**src/rtl/decode_pkg.sv**
```systemverilog
// Shared constants, the IF/ID entry type and skid-buffer state encoding for the decode stage.
package decode_pkg;

  localparam int unsigned DEC_INSTR_W = 16;
  localparam int unsigned DEC_PC_W    = 16;

  localparam int unsigned OPC_LSB = 12;
  localparam int unsigned RD_LSB  = 8;
  localparam int unsigned RS1_LSB = 4;
  localparam int unsigned RS2_LSB = 0;
  localparam int unsigned FIELD_W = 4;
  localparam int unsigned IMM_W   = 8;

  typedef struct packed {
    logic [DEC_INSTR_W-1:0] ir;
    logic [DEC_PC_W-1:0]    pc;
    logic [DEC_PC_W-1:0]    npc;
  } dec_entry_t;

  // Encoded as {s_valid, m_valid} so the valid bits fall straight out of the state.
  localparam logic [1:0] SKID_EMPTY = 2'b00;
  localparam logic [1:0] SKID_ONE   = 2'b01;
  localparam logic [1:0] SKID_FULL  = 2'b11;

  function automatic logic [DEC_PC_W-1:0] sext_imm(input logic [DEC_INSTR_W-1:0] ir);
    return {{(DEC_PC_W - IMM_W){ir[IMM_W-1]}}, ir[IMM_W-1:0]};
  endfunction

endpackage

```
**src/rtl/decode_stage_reg_if.sv**
```systemverilog
// Fetch-side and execute-side handshake bundle of the IF/ID stage register.
interface decode_stage_reg_if #(
  parameter int unsigned INSTR_W = 16,
  parameter int unsigned PC_W    = 16
);

  logic               in_valid;
  logic               in_ready;
  logic [INSTR_W-1:0] ir;
  logic [PC_W-1:0]    currpc;
  logic [PC_W-1:0]    newpc;
  logic               flush;
  logic               out_valid;
  logic               out_ready;
  logic [INSTR_W-1:0] d_ir;
  logic [PC_W-1:0]    d_pc;
  logic [PC_W-1:0]    d_npc;
  logic [3:0]         d_opcode;
  logic [3:0]         d_rd;
  logic [3:0]         d_rs1;
  logic [3:0]         d_rs2;
  logic [PC_W-1:0]    d_imm;
  logic [PC_W-1:0]    d_br_target;

  modport master (
    output in_valid, ir, currpc, newpc, flush, out_ready,
    input  in_ready, out_valid, d_ir, d_pc, d_npc, d_opcode, d_rd, d_rs1, d_rs2,
           d_imm, d_br_target
  );

  modport slave (
    input  in_valid, ir, currpc, newpc, flush, out_ready,
    output in_ready, out_valid, d_ir, d_pc, d_npc, d_opcode, d_rd, d_rs1, d_rs2,
           d_imm, d_br_target
  );

endinterface

```
**src/rtl/pipe_skid_buf.sv**
```systemverilog
// Two-entry valid/ready skid buffer on dec_entry_t; in_ready comes straight from a flop.
module pipe_skid_buf
  import decode_pkg::*;
(
  input  logic       clk,
  input  logic       rst,
  input  logic       in_valid,
  output logic       in_ready,
  input  dec_entry_t in_data,
  input  logic       flush,
  output logic       out_valid,
  input  logic       out_ready,
  output dec_entry_t out_data
);

  logic [1:0] state_q, state_d;
  dec_entry_t m_q, m_d;
  dec_entry_t s_q, s_d;
  logic       accept;
  logic       drain;

  assign out_valid = state_q[0];
  assign in_ready  = ~state_q[1];
  assign out_data  = m_q;
  assign accept    = in_valid & in_ready;
  assign drain     = out_valid & out_ready;

  always_comb begin
    state_d = state_q;
    m_d     = m_q;
    s_d     = s_q;
    if (flush) begin
      // Drops held and incoming entries; data registers keep their stale contents.
      state_d = SKID_EMPTY;
    end else begin
      case (state_q)
        SKID_EMPTY: begin
          if (accept) begin
            m_d     = in_data;
            state_d = SKID_ONE;
          end
        end
        SKID_ONE: begin
          if (accept && !drain) begin
            s_d     = in_data;
            state_d = SKID_FULL;
          end else if (accept && drain) begin
            m_d = in_data;
          end else if (drain) begin
            state_d = SKID_EMPTY;
          end
        end
        SKID_FULL: begin
          if (drain) begin
            m_d     = s_q;
            state_d = SKID_ONE;
          end
        end
        default: state_d = SKID_EMPTY;
      endcase
    end
  end

  always_ff @(posedge clk or negedge rst) begin
    if (!rst) begin
      state_q <= SKID_EMPTY;
      m_q     <= '0;
      s_q     <= '0;
    end else begin
      state_q <= state_d;
      m_q     <= m_d;
      s_q     <= s_d;
    end
  end

endmodule

```
**src/rtl/decode_stage_reg.sv**
```systemverilog
// IF/ID stage register: skid buffer plus instruction field decode.
// Optional saturating stall/bubble counters are built when DECODE_PERF_EN is defined.
module decode_stage_reg
  import decode_pkg::*;
#(
  parameter int unsigned INSTR_W = DEC_INSTR_W,
  parameter int unsigned PC_W    = DEC_PC_W
`ifdef DECODE_PERF_EN
  ,
  parameter int unsigned PERF_W  = 16
`endif
) (
  input  logic                    clk,
  input  logic                    rst,
  decode_stage_reg_if.slave       bus
`ifdef DECODE_PERF_EN
  ,
  output logic [PERF_W-1:0]       perf_stall,
  output logic [PERF_W-1:0]       perf_bubble
`endif
);

  dec_entry_t         in_entry;
  dec_entry_t         m_entry;
  logic [INSTR_W-1:0] m_ir;
  logic [PC_W-1:0]    m_pc;
  logic [PC_W-1:0]    m_imm;

  assign in_entry = '{ir: bus.ir, pc: bus.currpc, npc: bus.newpc};

  pipe_skid_buf u_skid (
    .clk       (clk),
    .rst       (rst),
    .in_valid  (bus.in_valid),
    .in_ready  (bus.in_ready),
    .in_data   (in_entry),
    .flush     (bus.flush),
    .out_valid (bus.out_valid),
    .out_ready (bus.out_ready),
    .out_data  (m_entry)
  );

  assign m_ir  = m_entry.ir;
  assign m_pc  = m_entry.pc;
  assign m_imm = sext_imm(m_entry.ir);

  assign bus.d_ir        = m_ir;
  assign bus.d_pc        = m_pc;
  assign bus.d_npc       = m_entry.npc;
  assign bus.d_opcode    = m_ir[OPC_LSB +: FIELD_W];
  assign bus.d_rd        = m_ir[RD_LSB +: FIELD_W];
  assign bus.d_rs1       = m_ir[RS1_LSB +: FIELD_W];
  assign bus.d_rs2       = m_ir[RS2_LSB +: FIELD_W];
  assign bus.d_imm       = m_imm;
  // Halfword-scaled offset; wraps modulo 2^PC_W.
  assign bus.d_br_target = m_pc + {m_imm[PC_W-2:0], 1'b0};

`ifdef DECODE_PERF_EN
  logic [PERF_W-1:0] stall_q;
  logic [PERF_W-1:0] bubble_q;
  logic              stall_inc;
  logic              bubble_inc;

  assign stall_inc  = bus.out_valid & ~bus.out_ready;
  assign bubble_inc = ~bus.out_valid & ~bus.flush;

  always_ff @(posedge clk or negedge rst) begin
    if (!rst) begin
      stall_q  <= '0;
      bubble_q <= '0;
    end else begin
      if (stall_inc && (stall_q != '1)) begin
        stall_q <= stall_q + PERF_W'(1);
      end
      if (bubble_inc && (bubble_q != '1)) begin
        bubble_q <= bubble_q + PERF_W'(1);
      end
    end
  end

  assign perf_stall  = stall_q;
  assign perf_bubble = bubble_q;
`endif

endmodule

```
**src/flat_wrapper.sv**
```systemverilog
// flat-port wrapper written by rule: the top's interface ports become plain ports
module decode_stage_reg_flat import decode_pkg::*;
#(
  parameter int unsigned INSTR_W = DEC_INSTR_W,
  parameter int unsigned PC_W    = DEC_PC_W

)
  (clk, rst, bus_in_valid, bus_ir, bus_currpc, bus_newpc, bus_flush, bus_out_ready, bus_in_ready, bus_out_valid, bus_d_ir, bus_d_pc, bus_d_npc, bus_d_opcode, bus_d_rd, bus_d_rs1, bus_d_rs2, bus_d_imm, bus_d_br_target);
  decode_stage_reg_if #(.INSTR_W(INSTR_W), .PC_W(PC_W)) bus_i ();
  input  logic clk;
  input  logic rst;
  input wire logic [$bits(bus_i.in_valid)-1:0] bus_in_valid;
  input wire logic [$bits(bus_i.ir)-1:0] bus_ir;
  input wire logic [$bits(bus_i.currpc)-1:0] bus_currpc;
  input wire logic [$bits(bus_i.newpc)-1:0] bus_newpc;
  input wire logic [$bits(bus_i.flush)-1:0] bus_flush;
  input wire logic [$bits(bus_i.out_ready)-1:0] bus_out_ready;
  output wire logic [$bits(bus_i.in_ready)-1:0] bus_in_ready;
  output wire logic [$bits(bus_i.out_valid)-1:0] bus_out_valid;
  output wire logic [$bits(bus_i.d_ir)-1:0] bus_d_ir;
  output wire logic [$bits(bus_i.d_pc)-1:0] bus_d_pc;
  output wire logic [$bits(bus_i.d_npc)-1:0] bus_d_npc;
  output wire logic [$bits(bus_i.d_opcode)-1:0] bus_d_opcode;
  output wire logic [$bits(bus_i.d_rd)-1:0] bus_d_rd;
  output wire logic [$bits(bus_i.d_rs1)-1:0] bus_d_rs1;
  output wire logic [$bits(bus_i.d_rs2)-1:0] bus_d_rs2;
  output wire logic [$bits(bus_i.d_imm)-1:0] bus_d_imm;
  output wire logic [$bits(bus_i.d_br_target)-1:0] bus_d_br_target;
  assign bus_i.in_valid = bus_in_valid;
  assign bus_i.ir = bus_ir;
  assign bus_i.currpc = bus_currpc;
  assign bus_i.newpc = bus_newpc;
  assign bus_i.flush = bus_flush;
  assign bus_i.out_ready = bus_out_ready;
  assign bus_in_ready = bus_i.in_ready;
  assign bus_out_valid = bus_i.out_valid;
  assign bus_d_ir = bus_i.d_ir;
  assign bus_d_pc = bus_i.d_pc;
  assign bus_d_npc = bus_i.d_npc;
  assign bus_d_opcode = bus_i.d_opcode;
  assign bus_d_rd = bus_i.d_rd;
  assign bus_d_rs1 = bus_i.d_rs1;
  assign bus_d_rs2 = bus_i.d_rs2;
  assign bus_d_imm = bus_i.d_imm;
  assign bus_d_br_target = bus_i.d_br_target;
  decode_stage_reg #(.INSTR_W(INSTR_W), .PC_W(PC_W)) u_core (.clk(clk), .rst(rst), .bus(bus_i));
endmodule
```
**config.mk**
```make
export PLATFORM = sky130hd
export DESIGN_NAME = decode_stage_reg_flat
export DESIGN_NICKNAME = d
export VERILOG_FILES = /design/src/rtl/decode_pkg.sv /design/src/rtl/decode_stage_reg_if.sv /design/src/rtl/pipe_skid_buf.sv /design/src/rtl/decode_stage_reg.sv /design/src/flat_wrapper.sv
export SDC_FILE = /design/constraint.sdc
export NUM_CORES = 1
export LEC_CHECK = 0
export CORE_ASPECT_RATIO = 0.6
export CORE_MARGIN = 5
export CORE_UTILIZATION = 40
export DETAILED_ROUTE_END_ITERATION = 7
export PLACE_DENSITY = 0.73
export SETUP_SLACK_MARGIN = 0.5
export SYNTH_ARGS = -nofsm -noshare
export SYNTH_HDL_FRONTEND = slang
export SYNTH_HIERARCHICAL = 1
export SYNTH_SLANG_ARGS = --single-unit
```
**constraint.sdc**
```tcl
create_clock -name clk -period 3.3 [get_ports clk]
set_input_delay 0.825 -clock clk [delete_from_list [all_inputs] [get_ports clk]]
set_output_delay 0.825 -clock clk [all_outputs]
set_load 0.005 [all_outputs]
```
==> results of run 1 <==
[power by group]
group          total, W  leakage (nW)  internal [W]  switching (W)
logic           0.00545          1.96       0.00328        0.00217
registers       0.00225          1.17       0.00181       0.000442
clock network   0.00102         0.146      0.000544       0.000479
[cells by family (layout without fill, tap and decap cells)]
logic type      Yosys count  count (layout)  synth area share
simple gates             42              42            0.0393
flops                    98              98             0.458
buf+inv                  52             218            0.0661
compound gates           32              32            0.0475
fa+ha+maj                20              20            0.0482
mux                     147             147             0.323
xor+xnor                 11              11            0.0180
[sequential cells by signal, indices dropped and copies added, names as in the netlist]
register	flops
u_core/u_skid/out_data	48
u_core/u_skid/s_q	48
u_core/u_skid/state_q	2
[cells in the mapped netlist, drive strengths merged (3+ instances only)]
cell      n
a21o      4
a21oi     9
and3      4
buf      44
clkbuf    4
dfrtp    98
ha       19
inv       4
mux2    145
nand2     9
nand3     4
nor2     13
o211ai    3
o21ai     4
xnor2     8
xor2      3
[repair_timing]
action | CTS | global route
buffers inserted | 20 | 9
hold endpoints to repair | 0 | 0
pin swaps | 27 | 22
resized for setup | 75 | 16
endpoints found under the setup margin | 14 | 13
[worst max-delay path: stages, from the launching register on]
cell and delay [ns]:
sky130_fd_sc_hd__dfrtp_2 0.47, sky130_fd_sc_hd__buf_4 0.16, sky130_fd_sc_hd__ha_4 0.24, sky130_fd_sc_hd__a21oi_2 0.14, sky130_fd_sc_hd__o21ai_2 0.10, sky130_fd_sc_hd__a211o_1 0.27
sky130_fd_sc_hd__a221oi_2 0.30, sky130_fd_sc_hd__xnor2_1 0.15, sky130_fd_sc_hd__buf_2 0.14
[worst max-delay path by stage]
stage                                from                   to  slack, ns  cells after the start
6_report       u_core/u_skid/out_data[39]  bus_d_br_target[14]       0.18                      8
5_1_grt        u_core/u_skid/out_data[17]  bus_d_br_target[15]       0.06                      9
4_1_cts        u_core/u_skid/out_data[39]  bus_d_br_target[15]       0.16                      9
3_5_place_dp   u_core/u_skid/out_data[17]  bus_d_br_target[15]      -0.09                      8
3_3_place_gp   u_core/u_skid/out_data[17]  bus_d_br_target[15]     -0.007                      8
2_1_floorplan  u_core/u_skid/out_data[39]  bus_d_br_target[14]       0.51                      6
[routing by layer]
metal | up-vias | track usage | wire [um]
li1 | 1728 | - | -
met1 | 1878 | 0.248 | 6650
met2 | 141 | 0.286 | 6570
met3 | 16 | 0.0555 | 979
met4 | 0 | 0.0426 | 153
met5 | - | 0 | 0
[cell usage in the layout (no fill, tap or decap), drive strengths merged, types with 3 or more instances in the layout]
cell type / synthesis / layout
nor2: 13 / 13
dfrtp: 98 / 98
ha: 19 / 19
buf: 44 / 58
mux2: 145 / 145
and3: 4 / 4
clkbuf: 4 / 14
clkdlybuf4s50: 0 / 135
a21o: 4 / 4
inv: 4 / 8
nand2: 9 / 9
o211ai: 3 / 3
a21oi: 9 / 9
xor2: 3 / 3
o21ai: 4 / 4
xnor2: 8 / 8
nand3: 4 / 4
[stage by stage]
step | std cells | utilization
2_1_floorplan | 402 | -
3_3_place_gp | 693 | 0.532
3_5_place_dp | 693 | 0.532
4_1_cts | 729 | 0.578
5_1_grt | 738 | 0.586
6_report | 738 | 0.586
[layout make-up]
| class | count | area (um2) | share of cell area |
|---|---|---|---|
| flip-flops and latches | 98 | 2450 | 0.323 |
| multi-input cells | 252 | 2800 | 0.368 |
| repair buffers | 198 | 1840 | 0.242 |
| clock inverters | 6 | 47.5 | 0.00626 |
| well taps | 170 | 213 | 0.0280 |
| inverters | 4 | 15.0 | 0.00198 |
| clock buffers | 10 | 239 | 0.0314 |
==> results_tabular.tex, run 1 <==
\begin{tabular}{lr}
\hline
Metric & Value \\
\hline
\multicolumn{2}{l}{\textbf{Run status}} \\
Status & finished, final reports clean \\
\multicolumn{2}{l}{\textbf{Logic synthesis}} \\
Synthesized area & 5350 um2 \\
Number of library cell types mapped by synthesis & 42 \\
Register bit count reported by yosys & 98 \\
Number of flops mapped to enable cells by yosys & 0 \\
Post-Syn Instances & 402 \\
Main synth FF type & sky130\_fd\_sc\_hd\_\_dfrtp\_1 \\
Top-area cell type share of the netlist area & 0.458 \\
Post-synth ARST share & 1.00 \\
Dominant cell type by area after synthesis & sky130\_fd\_sc\_hd\_\_dfrtp\_1 \\
Warning count from the yosys run & 6 \\
Average cell area after synthesis & 13.3 um2 \\
Post-synthesis sequential area ratio & 0.458 \\
Post-Synthesis Net Count & 475 \\
Top post-synthesis cells by area & sky130\_fd\_sc\_hd\_\_dfrtp\_1 (46\%), sky130\_fd\_sc\_hd\_\_mux2\_2 (26\%), sky130\_fd\_sc\_hd\_\_mux2\_4 (5.6\%) \\
\multicolumn{2}{l}{\textbf{STA}} \\
Period minus WS final & 3.12 ns \\
Measured slew at the worst slew-check pin & 0.682 ns \\
Setup WS post-layout & 0.182 ns \\
Worst setup skew after layout & 0.00825 ns \\
Headroom to the max-slew limit & 0.545 \\
Endpoints failing setup & 0 \\
Number of max-slew violations in the final report & 0 \\
Sum Neg Setup Slack & 0 ns \\
Worst hold margin & 0.503 ns \\
Fmax & 0.321 GHz \\
Period Utilization, post-route & 0.945 \\
RSZ-0062 raised after global routing & yes \\
Final Hold Violating Endpoints & 0 \\
\multicolumn{2}{l}{\textbf{Worst hold path}} \\
Type of the worst min-delay path & reg -> reg \\
Number of instances on the worst hold path & 1 \\
Hold path startpoint & u\_core/u\_skid/s\_q[33] \\
Worst-case hold path end point & u\_core/u\_skid/s\_q[33] \\
\multicolumn{2}{l}{\textbf{Global route}} \\
Congestion Overflow GR & 0 \\
Initial antenna violation count & 0 \\
Maximum number of pins on one net before global-route repair & 51 \\
Global-route wire length before repair & 23100 um \\
Total GRT Usage & 0.181 \\
Vias in the first global route & 4275 \\
\multicolumn{2}{l}{\textbf{Placement}} \\
Setup slack at placement & -0.0950 ns \\
Placed cell area & 6900 um2 \\
Port Buffer Count & 150 \\
Global placer's final weighted congestion & 0.871 \\
Total half-perimeter wirelength after legalization and detailed placement & 9850 um \\
\multicolumn{2}{l}{\textbf{Routing}} \\
Detail-routed net length per standard cell & 19.5 um \\
Post-DR vias/cell & 5.10 \\
Violation count after the first detailed-route iteration & 181 \\
Total vias in the final route & 3763 \\
DRC viols & 0 \\
Post-DRT Antenna Nets & 0 \\
Number of iterations in the first detailed-routing pass & 4 \\
Post-detailed-routing wire length & 14400 um \\
\multicolumn{2}{l}{\textbf{Setup path}} \\
Origin of the critical flop-to-flop path & u\_core/u\_skid/state\_q[0] \\
Data arrival time of the critical path & 2.29 ns \\
Number of cell instances on the worst register-to-register path & 4 \\
Data required time of the worst path & 2.47 ns \\
Crit path launch type & flop \\
Setup slack of the worst register-to-register path & 1.00 ns \\
Crit Path Category & reg -> out \\
Destination of the worst register-to-register timing path & u\_core/u\_skid/out\_data[40] \\
Critical path fanouts, max & 5 \\
Nature of the critical path endpoint & output pin \\
\multicolumn{2}{l}{\textbf{Clocking}} \\
CTS root buf & sky130\_fd\_sc\_hd\_\_clkbuf\_16 \\
Count of hold-fix buffers inserted at cts & 0 \\
Clock H-tree levels & 3 \\
CTS clock-pin slew for the worst setup and hold paths & 0.07 ns \\
Clk buf depth & 2 \\
Clock Latency Late Sink & 0.34 ns \\
CTS tree & done \\
Number of buffers inserted during clock tree synthesis & 9 \\
\# clock sinks & 98 \\
\multicolumn{2}{l}{\textbf{Die}} \\
Total die area & 15900 um2 \\
Die Y & 99.6 um \\
Initial Utilization & 0.413 \\
Overall die width & 159 um \\
Cell row count & 32 \\
Core Area & 13000 um2 \\
Boundary Pins & 151 \\
\multicolumn{2}{l}{\textbf{Power and ir drop}} \\
Leakage power & 3.27 nW \\
Post-layout total power & 0.00872 W \\
Power density over cell area & 1150 nW/um2 \\
Worst IR Drop VDD & 0.443 mV \\
\multicolumn{2}{l}{\textbf{Flow run}} \\
Max-capacitance violation count & 0 \\
\multicolumn{2}{l}{\textbf{Cells and area}} \\
Post-route cell area & 7600 um2 \\
Share of post-route cells with drive strength above 1 & 0.465 \\
Final layout net count & 636 \\
Count of antenna diodes in the layout & 0 \\
Fill cell total of the finished layout & 1034 \\
Area overhead of the layout relative to synthesis & 42.0\% \\
\hline
\end{tabular}
(Power assumes the default switching activity.)
==> run 2: changes to the inputs <==
Clock period 3.3 ns to 3.65 ns, I/O delays scaled along.
==> run 2 against run 1 <==
Effect of this change: count of clock-buffer cells in the layout shrank 1; setup slack gained 0.25 ns; first-iteration DRC count shrank 37%; sequential cell count is the same.
==> results_tabular.tex, run 2 (same netlist as run 1, synthesis figures left out) <==
\begin{tabular}{lr}
\hline
Metric & Value \\
\hline
\multicolumn{2}{l}{\textbf{Run status}} \\
Status & finished, final reports clean \\
\multicolumn{2}{l}{\textbf{STA}} \\
Headroom to the max-slew limit & 0.357 (-0.188) \\
Final Hold Violating Endpoints & 0 (unchanged) \\
RSZ-0062 raised after global routing & yes \\
Number of max-slew violations in the final report & 0 (unchanged) \\
Measured slew at the worst slew-check pin & 0.965 ns (+0.282 ns) \\
Setup WS post-layout & 0.431 ns (+0.249 ns) \\
Sum Neg Setup Slack & 0 ns (unchanged) \\
Worst setup skew after layout & 0.00635 ns (-0.00190 ns) \\
Fmax & 0.311 GHz \\
Endpoints failing setup & 0 (unchanged) \\
Period minus WS final & 3.22 ns \\
Period Utilization, post-route & 0.882 \\
\multicolumn{2}{l}{\textbf{Routing}} \\
Total vias in the final route & 3726 (-0.98\%) \\
Uppermost metal layer occupied by signal nets & met5 \\
Met2 wire len & 6330 um (-3.7\%) \\
Number of iterations in the first detailed-routing pass & 4 (unchanged) \\
Routed length on met1 & 6390 um (-3.9\%) \\
Post-DRT Antenna Nets & 0 (unchanged) \\
Detail-routed net length per standard cell & 18.9 um (-2.9\%) \\
Violation count after the first detailed-route iteration & 114 (-37\%) \\
Post-detailed-routing wire length & 13700 um (-4.3\%) \\
Post-DR vias/cell & 5.13 (+0.51\%) \\
Total length of routed met3 wires & 868 um (-11\%) \\
DRC viols & 0 (unchanged) \\
\multicolumn{2}{l}{\textbf{Clocking}} \\
Clock H-tree levels & 3 (unchanged) \\
Clock Latency Late Sink & 0.35 ns (about the same) \\
CTS root buf & sky130\_fd\_sc\_hd\_\_clkbuf\_16 \\
CTS tree & done \\
Count of hold-fix buffers inserted at cts & 0 (unchanged) \\
CTS clock-pin slew for the worst setup and hold paths & 0.07 ns (about the same) \\
\# clock sinks & 98 (unchanged) \\
Clk buf depth & 2 (unchanged) \\
Number of buffers inserted during clock tree synthesis & 9 (unchanged) \\
\multicolumn{2}{l}{\textbf{Worst hold path}} \\
Type of the worst min-delay path & reg -> reg \\
Hold path startpoint & u\_core/u\_skid/s\_q[38] \\
\multicolumn{2}{l}{\textbf{Cells and area}} \\
Share of post-route cells with drive strength above 1 & 0.442 (-0.0231) \\
Final cell count without fillers & 727 (-1.5\%) \\
Most common library cell in the layout ignoring fill and taps & sky130\_fd\_sc\_hd\_\_clkdlybuf4s50\_1 \\
Area overhead of the layout relative to synthesis & 40.6\% \\
Commonest non-fill, non-tap cells in the layout & sky130\_fd\_sc\_hd\_\_clkdlybuf4s50\_1 (138), sky130\_fd\_sc\_hd\_\_mux2\_2 (125), sky130\_fd\_sc\_hd\_\_dfrtp\_1 (93), sky130\_fd\_sc\_hd\_\_buf\_4 (34), sky130\_fd\_sc\_hd\_\_mux2\_4 (20) \\
Multi-input logic area & 2810 um2 (+0.36\%) \\
Final layout net count & 625 (-1.7\%) \\
Flip-flop and latch area & 2460 um2 (+0.15\%) \\
Fill cell total of the finished layout & 1034 (unchanged) \\
Count of antenna diodes in the layout & 0 (unchanged) \\
\multicolumn{2}{l}{\textbf{Setup path}} \\
Data required time of the worst path & 2.74 ns (+0.27 ns) \\
Data arrival time of the critical path & 2.31 ns (+0.02 ns) \\
Critical Path Source & u\_core/u\_skid/out\_data[39] \\
Origin of the critical flop-to-flop path & u\_core/u\_skid/state\_q[0] \\
Nature of the critical path endpoint & output pin \\
Crit Path Category & reg -> out \\
Crit path launch type & flop \\
Critical path fanouts, max & 7 (+2) \\
\multicolumn{2}{l}{\textbf{Global route}} \\
Initial antenna violation count & 1 (+1) \\
Maximum number of pins on one net before global-route repair & 75 (+47\%) \\
Total GRT Usage & 0.172 (-0.00976) \\
Congestion Overflow GR & 0 (unchanged) \\
Global-route wire length before repair & 21800 um (-5.6\%) \\
Vias in the first global route & 4124 (-3.5\%) \\
\multicolumn{2}{l}{\textbf{Power and ir drop}} \\
Post-layout total power & 0.00772 W (-12\%) \\
Switching portion of total power & 0.351 (-0.00381) \\
Clock Power Share & 0.118 (about the same) \\
Net Sw Power & 0.00271 W (-13\%) \\
Worst IR Drop VDD & 0.364 mV (-18\%) \\
Share of total power in sequential cells & 0.266 (+0.008) \\
Cell-internal power & 0.00501 W (-11\%) \\
Fraction of power consumed by combinational cells & 0.616 (-0.008) \\
Leakage power & 3.19 nW (-2.3\%) \\
Power density over cell area & 1030 nW/um2 (-11\%) \\
\multicolumn{2}{l}{\textbf{Die}} \\
Overall die width & 159 um (unchanged) \\
Core Area & 13000 um2 (unchanged) \\
Die Y & 99.6 um (unchanged) \\
Cell row count & 32 (unchanged) \\
Total die area & 15900 um2 (unchanged) \\
Initial Utilization & 0.413 (unchanged) \\
Boundary Pins & 151 (unchanged) \\
\multicolumn{2}{l}{\textbf{Placement}} \\
Port Buffer Count & 150 (unchanged) \\
Total half-perimeter wirelength after legalization and detailed placement & 9550 um (-3.0\%) \\
Placed cell count & 684 (-1.3\%) \\
Setup slack at placement & 0.149 ns (+0.244 ns) \\
Global placer's final weighted congestion & 0.884 (+1.6\%) \\
\multicolumn{2}{l}{\textbf{Flow run}} \\
Max-capacitance violation count & 0 (unchanged) \\
\hline
\end{tabular}
## run 2: cell types whose count changed in the layout (fill, tap and decap cells not counted), moves of 2 or more
cell                              before  now
sky130_fd_sc_hd__buf_12                2    0
sky130_fd_sc_hd__buf_2                 9    6
sky130_fd_sc_hd__buf_4                42   34
sky130_fd_sc_hd__clkbuf_2              4    2
sky130_fd_sc_hd__clkdlybuf4s50_1     135  138
sky130_fd_sc_hd__dfrtp_1              96   93
sky130_fd_sc_hd__dfrtp_2               2    5
sky130_fd_sc_hd__dlygate4sd2_1         1    3
sky130_fd_sc_hd__ha_2                  4    2
sky130_fd_sc_hd__nor2_1               10   12
sky130_fd_sc_hd__nor2_2                3    1
## run 2: what timing repair did
| item | 4_1_cts | 5_1_grt |
|---|---|---|
| pin swaps | 23 | 12 |
| resized for setup | 63 | 11 |
| endpoints found under the setup margin | 11 | 9 |
| endpoints found under the hold margin | 0 | 0 |
| gates cloned | 0 | 0 |
| setup buffers | 21 | 6 |
## run 2: metrics by stage
| stage | util | area (um2) | hold slack [ns] |
|---|---|---|---|
| 6_report | 0.580 | 7520 | 0.504 |
| 5_1_grt | 0.580 | 7520 | 0.513 |
| 4_1_cts | 0.573 | 7430 | 0.505 |
| 3_5_place_dp | 0.525 | 6810 | 0.489 |
| 3_3_place_gp | 0.525 | 6810 | 0.481 |
| 2_1_floorplan | - | 5350 | 0.474 |
## run 2: critical path: stages (launching register included)
cell	delay, ns
sky130_fd_sc_hd__dfrtp_2	0.49
sky130_fd_sc_hd__buf_6	0.15
sky130_fd_sc_hd__ha_4	0.18
sky130_fd_sc_hd__nor4_1	0.27
sky130_fd_sc_hd__nand2_1	0.16
sky130_fd_sc_hd__o32ai_4	0.20
sky130_fd_sc_hd__buf_4	0.18
sky130_fd_sc_hd__o31ai_4	0.07
sky130_fd_sc_hd__xnor2_1	0.13
sky130_fd_sc_hd__clkbuf_2	0.13
## run 2: area by class of cell
class	instances	share of cell area
repair buffers	187	0.232
clock inverters	7	0.00782
multi-input cells	252	0.373
flip-flops and latches	98	0.327
well taps	170	0.0283
inverters	4	0.00200
clock buffers	9	0.0299
## run 2: path summary, 6_finish.rpt
check | to | slack (ns) | cells past startpoint
setup / recovery | bus_d_br_target[15] | 0.43 | 9
hold / removal | u_core/u_skid/s_q[38] | 0.50 | 1
setup reg to reg | u_core/u_skid/out_data[38] | 1.32 | 4
hold reg to reg | u_core/u_skid/s_q[38] | 0.50 | 1
max in group asynchronous | u_core/u_skid/out_data[39] | 2.12 | 2
min in group asynchronous | u_core/u_skid/state_q[0] | 0.70 | 1
## run 2: power by group through the flow
stage	combinational [W]	sequential (W)	clock [W]
after floorplan	0.00224	0.00198	0
after global placement	0.00403	0.00201	0
after detailed placement	0.00410	0.00206	0
after CTS	0.00454	0.00206	0.000948
after global routing	0.00510	0.00212	0.000992
final	0.00475	0.00206	0.000911
## run 2: routing by layer
| layer | global-route usage | up-vias |
|---|---|---|
| li1 | - | 1713 |
| met1 | 0.233 | 1869 |
| met2 | 0.271 | 125 |
| met3 | 0.0542 | 17 |
| met4 | 0.0400 | 2 |
| met5 | 0 | - |
